<file path="config.mk">
export PLATFORM = sky130hd
export DESIGN_NAME = parking_gate_arbiter
export DESIGN_NICKNAME = d
export VERILOG_FILES = /design/src/rtl/parking_gate_arbiter.sv
export SDC_FILE = /design/constraint.sdc
export NUM_CORES = 1
export LEC_CHECK = 0
export CORE_ASPECT_RATIO = 1.75
export CORE_MARGIN = 4
export CORE_UTILIZATION = 53
export DETAILED_ROUTE_END_ITERATION = 8
export PLACE_DENSITY = 0.81
export SKIP_LAST_GASP = 1
export SYNTH_ARGS = -nofsm -noshare
export SYNTH_HDL_FRONTEND = slang
export SYNTH_SLANG_ARGS = --single-unit
</file>
<file path="constraint.sdc">
create_clock -name clk -period 2.3 [get_ports clk]
set_clock_uncertainty 0.2 [all_clocks]
set_input_delay 0.46 -clock clk [delete_from_list [all_inputs] [get_ports clk]]
set_output_delay 0.46 -clock clk [all_outputs]
set_load 0.01 [all_outputs]
</file>
<file path="src/rtl/parking_gate_arbiter.sv">
// Shared barrier-gate sequencer: lane arbitration, motor phasing and occupancy count.
// Define PARK_TIMEOUT_EN to make OPEN give up after TIMEOUT_CYCLES without a passing car.
module parking_gate_arbiter #(
  parameter int CAPACITY       = 8,
  parameter int CNT_W          = 4,
  parameter int MOVE_CYCLES    = 80_000_000,
  parameter int TIMEOUT_CYCLES = 400_000_000
) (
  input  logic             clk,
  input  logic             reset_n,
  input  logic             entry_req,
  input  logic             exit_req,
  input  logic             pass_pulse,
  output logic             motor_up,
  output logic             motor_down,
  output logic             gate_up,
  output logic             dir_entry,
  output logic [CNT_W-1:0] occupancy,
  output logic             full,
  output logic             empty,
  output logic             reject,
  output logic             timeout
);

  localparam logic [1:0] ST_IDLE    = 2'd0;
  localparam logic [1:0] ST_OPENING = 2'd1;
  localparam logic [1:0] ST_OPEN    = 2'd2;
  localparam logic [1:0] ST_CLOSING = 2'd3;

  localparam logic [31:0]      MOVE_LAST = 32'(MOVE_CYCLES - 1);
  localparam logic [31:0]      TO_LAST   = 32'(TIMEOUT_CYCLES - 1);
  localparam logic [CNT_W-1:0] CAP_VAL   = CNT_W'(CAPACITY);

  logic [1:0]       state_q, state_d;
  logic [31:0]      timer_q, timer_d;
  logic             entry_pend_q, entry_pend_d;
  logic             exit_pend_q, exit_pend_d;
  logic             last_entry_q, last_entry_d;
  logic             dir_entry_q, dir_entry_d;
  logic [CNT_W-1:0] occupancy_q, occupancy_d;
  logic             reject_q, reject_d;
  logic             timeout_q, timeout_d;
  logic             clr_entry, clr_exit;
  logic             pick_entry;
  logic             full_w, empty_w;

  assign full_w  = (occupancy_q == CAP_VAL);
  assign empty_w = (occupancy_q == '0);

  // On a tie, serve the lane that was not served last.
  assign pick_entry = entry_pend_q & (~exit_pend_q | ~last_entry_q);

  always_comb begin
    state_d      = state_q;
    timer_d      = timer_q;
    last_entry_d = last_entry_q;
    dir_entry_d  = dir_entry_q;
    occupancy_d  = occupancy_q;
    reject_d     = 1'b0;
    timeout_d    = 1'b0;
    clr_entry    = 1'b0;
    clr_exit     = 1'b0;

    case (state_q)
      ST_IDLE: begin
        timer_d = '0;
        if (entry_pend_q || exit_pend_q) begin
          clr_entry = pick_entry;
          clr_exit  = ~pick_entry;
          if ((pick_entry && full_w) || (!pick_entry && empty_w)) begin
            reject_d = 1'b1;
          end else begin
            dir_entry_d  = pick_entry;
            last_entry_d = pick_entry;
            state_d      = ST_OPENING;
          end
        end
      end
      ST_OPENING: begin
        if (timer_q == MOVE_LAST) begin
          timer_d = '0;
          state_d = ST_OPEN;
        end else begin
          timer_d = timer_q + 32'd1;
        end
      end
      ST_OPEN: begin
        if (pass_pulse) begin
          // Saturating update guards against a count drifting past its bounds.
          if (dir_entry_q && !full_w)
            occupancy_d = occupancy_q + CNT_W'(1);
          else if (!dir_entry_q && !empty_w)
            occupancy_d = occupancy_q - CNT_W'(1);
          timer_d = '0;
          state_d = ST_CLOSING;
        end
`ifdef PARK_TIMEOUT_EN
        else if (timer_q == TO_LAST) begin
          timeout_d = 1'b1;
          timer_d   = '0;
          state_d   = ST_CLOSING;
        end else begin
          timer_d = timer_q + 32'd1;
        end
`else
        else begin
          timer_d = (TO_LAST == 32'd0) ? '0 : '0;
        end
`endif
      end
      ST_CLOSING: begin
        if (timer_q == MOVE_LAST) begin
          timer_d = '0;
          state_d = ST_IDLE;
        end else begin
          timer_d = timer_q + 32'd1;
        end
      end
      default: begin
        timer_d = '0;
        state_d = ST_IDLE;
      end
    endcase

    // A fresh request wins over the grant-time clear.
    entry_pend_d = entry_req | (entry_pend_q & ~clr_entry);
    exit_pend_d  = exit_req  | (exit_pend_q  & ~clr_exit);
  end

  always_ff @(posedge clk or negedge reset_n) begin
    if (!reset_n) begin
      state_q      <= ST_IDLE;
      timer_q      <= '0;
      entry_pend_q <= 1'b0;
      exit_pend_q  <= 1'b0;
      last_entry_q <= 1'b1;
      dir_entry_q  <= 1'b0;
      occupancy_q  <= '0;
      reject_q     <= 1'b0;
      timeout_q    <= 1'b0;
    end else begin
      state_q      <= state_d;
      timer_q      <= timer_d;
      entry_pend_q <= entry_pend_d;
      exit_pend_q  <= exit_pend_d;
      last_entry_q <= last_entry_d;
      dir_entry_q  <= dir_entry_d;
      occupancy_q  <= occupancy_d;
      reject_q     <= reject_d;
      timeout_q    <= timeout_d;
    end
  end

  assign motor_up   = (state_q == ST_OPENING);
  assign motor_down = (state_q == ST_CLOSING);
  assign gate_up    = (state_q == ST_OPEN);
  assign dir_entry  = dir_entry_q;
  assign occupancy  = occupancy_q;
  assign full       = full_w;
  assign empty      = empty_w;
  assign reject     = reject_q;
  assign timeout    = timeout_q;

endmodule
</file>
==> impl_results.md <==
* Clock tree buffer depth at 2
* Finish-stage setup viols at 0
* Seq/Total Area, Yosys at 43.88%
* Post-synth EDFFs at 0
* Sw power at 0.001060 W
* Avg Cell Area, Syn at 9.406 µm²
* R2R Setup Slk at 0.08 ns
* IO Pins at 17
* Most common cell after layout, fill and taps aside: dfrtp_1
* Family with the most delay on the worst path: simple AND/OR/NAND/NOR gates
* Max-slew violations at 0
* Number of fill cells at 340
* Clock Sinks at 43
* Clock latency on the worst-skew pair at 0.30 ns
* Die ar. at 5827 µm²
* Delay of the slowest cell on the worst path at 0.57 ns
* Pleak at 1.356 nW
* CTS buffer count at 5
* Ys flop type: dfrtp_1
* Synth Area in Compound Gates at 9.021%
* Initial Util at 55.24%
* Synth top area cells: dfrtp_1, xor2_1, nor2_1
* Peak VDD IR at 0.0009203 V
* Syn Nets at 274
* GP Congestion at 0.8932
* CP bufs+invs at 0
* Synth Area in Adders at 4.383%
* Final HPWL DP at 4.280 mm
* Pwr/cell area at 998.3 nW/µm²
* Initial antenna violation count at 0
* CP Launch Type: flip-flop
* Status: completed
* Post-CTS Hold Buffers at 0
* Hold Fails Final Rpt at 0
* Hold/Removal Path Class: input pin to asynchronous set/reset pin
* Max-Cap Viols at 0
* Int Pwr at 0.001907 W
* Design Area, Final at 2972 µm²
* H-tree Lvls at 2
* Clock share of power at 23.7%
* Total gr overflow at 0
* Sw frac at 35.73%
* Comb pwr share at 43.3%
* Routed vias at 2058
* Critical-path cell list: or4_1, nor3_1, and2_1, o21ai_1, a32o_1
* Post-synthesis simple-gate area fraction at 29.15%
* Largest area contributor in the netlist: dfrtp_1
* DRT antenna net count at 0
* Fin crit period at 2.224 ns
* Crit Path Category: flip-flop to flip-flop
* Die width at 59.45 µm
* Largest family of logic cells by synthesized area: simple AND/OR/NAND/NOR gates
* Mux cell area share after synthesis at 1.682%
* Worst slew pin tran at 0.5540 ns
* Tcrit/Tclk final at 96.68%
* Worst EP arrival at 2.21 ns
* Cell with the largest stage delay on the worst path: or4_1
* Area of the mapped netlist at 2455 µm²
* Max-slew headroom at 63.06%
* Layout cell share with drive strength beyond 1 at 17.39%
* WP data required at 2.29 ns
* Share of power burned in registers at 33.0%
* Reg clk slew, reported paths at 0.09 ns
* Post-Synthesis Cells at 261
* Non-filler cells, final at 350
* Die height at 98.03 µm
* CP endpoint kind: flip-flop
* Post-DP Area at 2819 µm²
* Vias in the first global route at 2188
* Clk Tree Root Cell: clkbuf_8
* First-pass detailed-route iteration total at 4
* DRC errors left at 0
* Core area at 4444 µm²
* First-pass GRT wire length at 10.02 mm
* Distinct cell type count after synthesis at 52
* Max Fclk at 449.7 MHz
* Commonest non-fill, non-tap cells in the layout: dfrtp_1, nor2_1, nand2_1
* Initial DRC count at 51
* Worst Path Max Fanout at 3
* Area growth, synth to finish at 21.05%
* Power, Total at 0.002967 W
* Antenna Diode Count at 0
* Std-Cell Rows at 32
* Total track usage at 22.30%
* Synth Area in XOR/XNOR at 8.919%
* Synth top area share at 42.81%
* WL per Instance at 16.70 µm
* Cells after DPL at 342
* Largest net degree at the start of global routing at 44
* Number of buffer cells added on primary ports at 15
* Final WL at 5.845 mm
* Synthesized flop and latch total at 43
* Fin Setup TNS at 0 ns
* Layout Nets at 311
* Ys Warns at 0
* Share of async-settable or async-resettable flops after synthesis at 100.0%
* Vias/cell at 5.880
* CTS tree: built
==> metrics by stage <==
step / utilization, % / worst slack, ns / hold slack, ns
2_1_floorplan: - / 0.004437 / -0.03559
3_3_place_gp: 63.43 / 0.08397 / 0.2858
3_5_place_dp: 63.43 / 0.05813 / 0.2993
4_1_cts: 66.55 / 0.03412 / 0.04495
5_1_grt: 66.86 / -0.003734 / 0.08178
6_report: 66.86 / 0.07643 / 0.01840
==> logic make-up (layout without fill, tap and decap cells) <==
family                     Yosys count  in the layout
DFF                                 43             43
adders and majority gates            8              8
AOI/OAI and AO/OA                   34             34
xor gates and xnor gates            25             25
muxes                                4              4
buffers and inverters               15             53
other                                1              1
and+or+nand+nor                    131            131
==> flip-flops by register name, summed over array words and instances (netlist names) <==
| name | flops |
|---|---|
| state_q | 2 |
| exit_pend_q | 1 |
| reject | 1 |
| dir_entry | 1 |
| occupancy | 4 |
| entry_pend_q | 1 |
| last_entry_q | 1 |
| timer_q | 32 |
==> routing by layer <==
metal | vias to the layer above | routed length (µm) | GRT usage, %
li1 | 985 | - | -
met4 | 0 | 189 | 9.948
met5 | - | 0 | 0
met2 | 65 | 3322 | 39.60
met1 | 993 | 2114 | 25.11
met3 | 15 | 219 | 3.307
==> worst reg2reg max path, cell delays in order (launching register included) <==
cell and delay, ns:
dfrtp_1 0.38, or4_1 0.57, nor3_1 0.33, and2_1 0.27, o21ai_1 0.09, a32o_1 0.27
==> timing repair <==
item	in CTS	in global routing
pin swaps	1	1
resized for setup	3	4
buffers inserted	0	0
endpoints found under the setup margin	2	4
==> area by class of cell <==
type	instances	area [µm²]	area share (%)
sequential	43	1077	36.25
multi-input combinational	203	1328	44.67
inverter	5	18.77	0.6316
clock buffer	5	68.82	2.316
tap	51	63.81	2.147
timing repair buffer	40	347.8	11.71
clock inverter	3	67.56	2.274
==> cells in the mapped netlist (2+ instances only) <==
library cell and instances:
a21o_1 4, a21oi_1 9, a31oi_1 2, a32o_1 2, and2_1 2, and3_1 8, and3_2 2, buf_2 3
buf_4 2, clkbuf_1 4, dfrtp_1 42, ha_1 7, inv_1 5, mux2i_1 3, nand2_1 26, nand3_1 19
nand4_1 7, nand4b_1 2, nor2_1 37, nor3_1 8, nor4_1 2, nor4_4 2, o21ai_0 6, o21ai_1 2
o31ai_1 3, or3_1 2, or4_1 2, xnor2_1 8, xor2_1 17
==> path summary, 6_finish.rpt <==
check                       startpoint  depth (start not counted)           end
min reg2reg                 timer_q[0]                          1    timer_q[0]
max in group asynchronous      reset_n                          2  last_entry_q
max reg2reg                timer_q[28]                          5   timer_q[20]
max                        timer_q[28]                          5   timer_q[20]
min in group clk            timer_q[0]                          1    timer_q[0]
min                            reset_n                          2   timer_q[18]
==> power by group through the flow <==
| stage | combinational [W] | clock, W | sequential [W] |
|---|---|---|---|
| floorplan | 0.000712 | 0 | 0.00100 |
| global placement | 0.00126 | 0 | 0.000982 |
| detailed placement | 0.00128 | 0 | 0.000989 |
| CTS | 0.00128 | 0.000714 | 0.000977 |
| global route | 0.00143 | 0.000744 | 0.000998 |
| finish | 0.00129 | 0.000703 | 0.000979 |
Note: power is estimated with default switching activity, not from simulation.
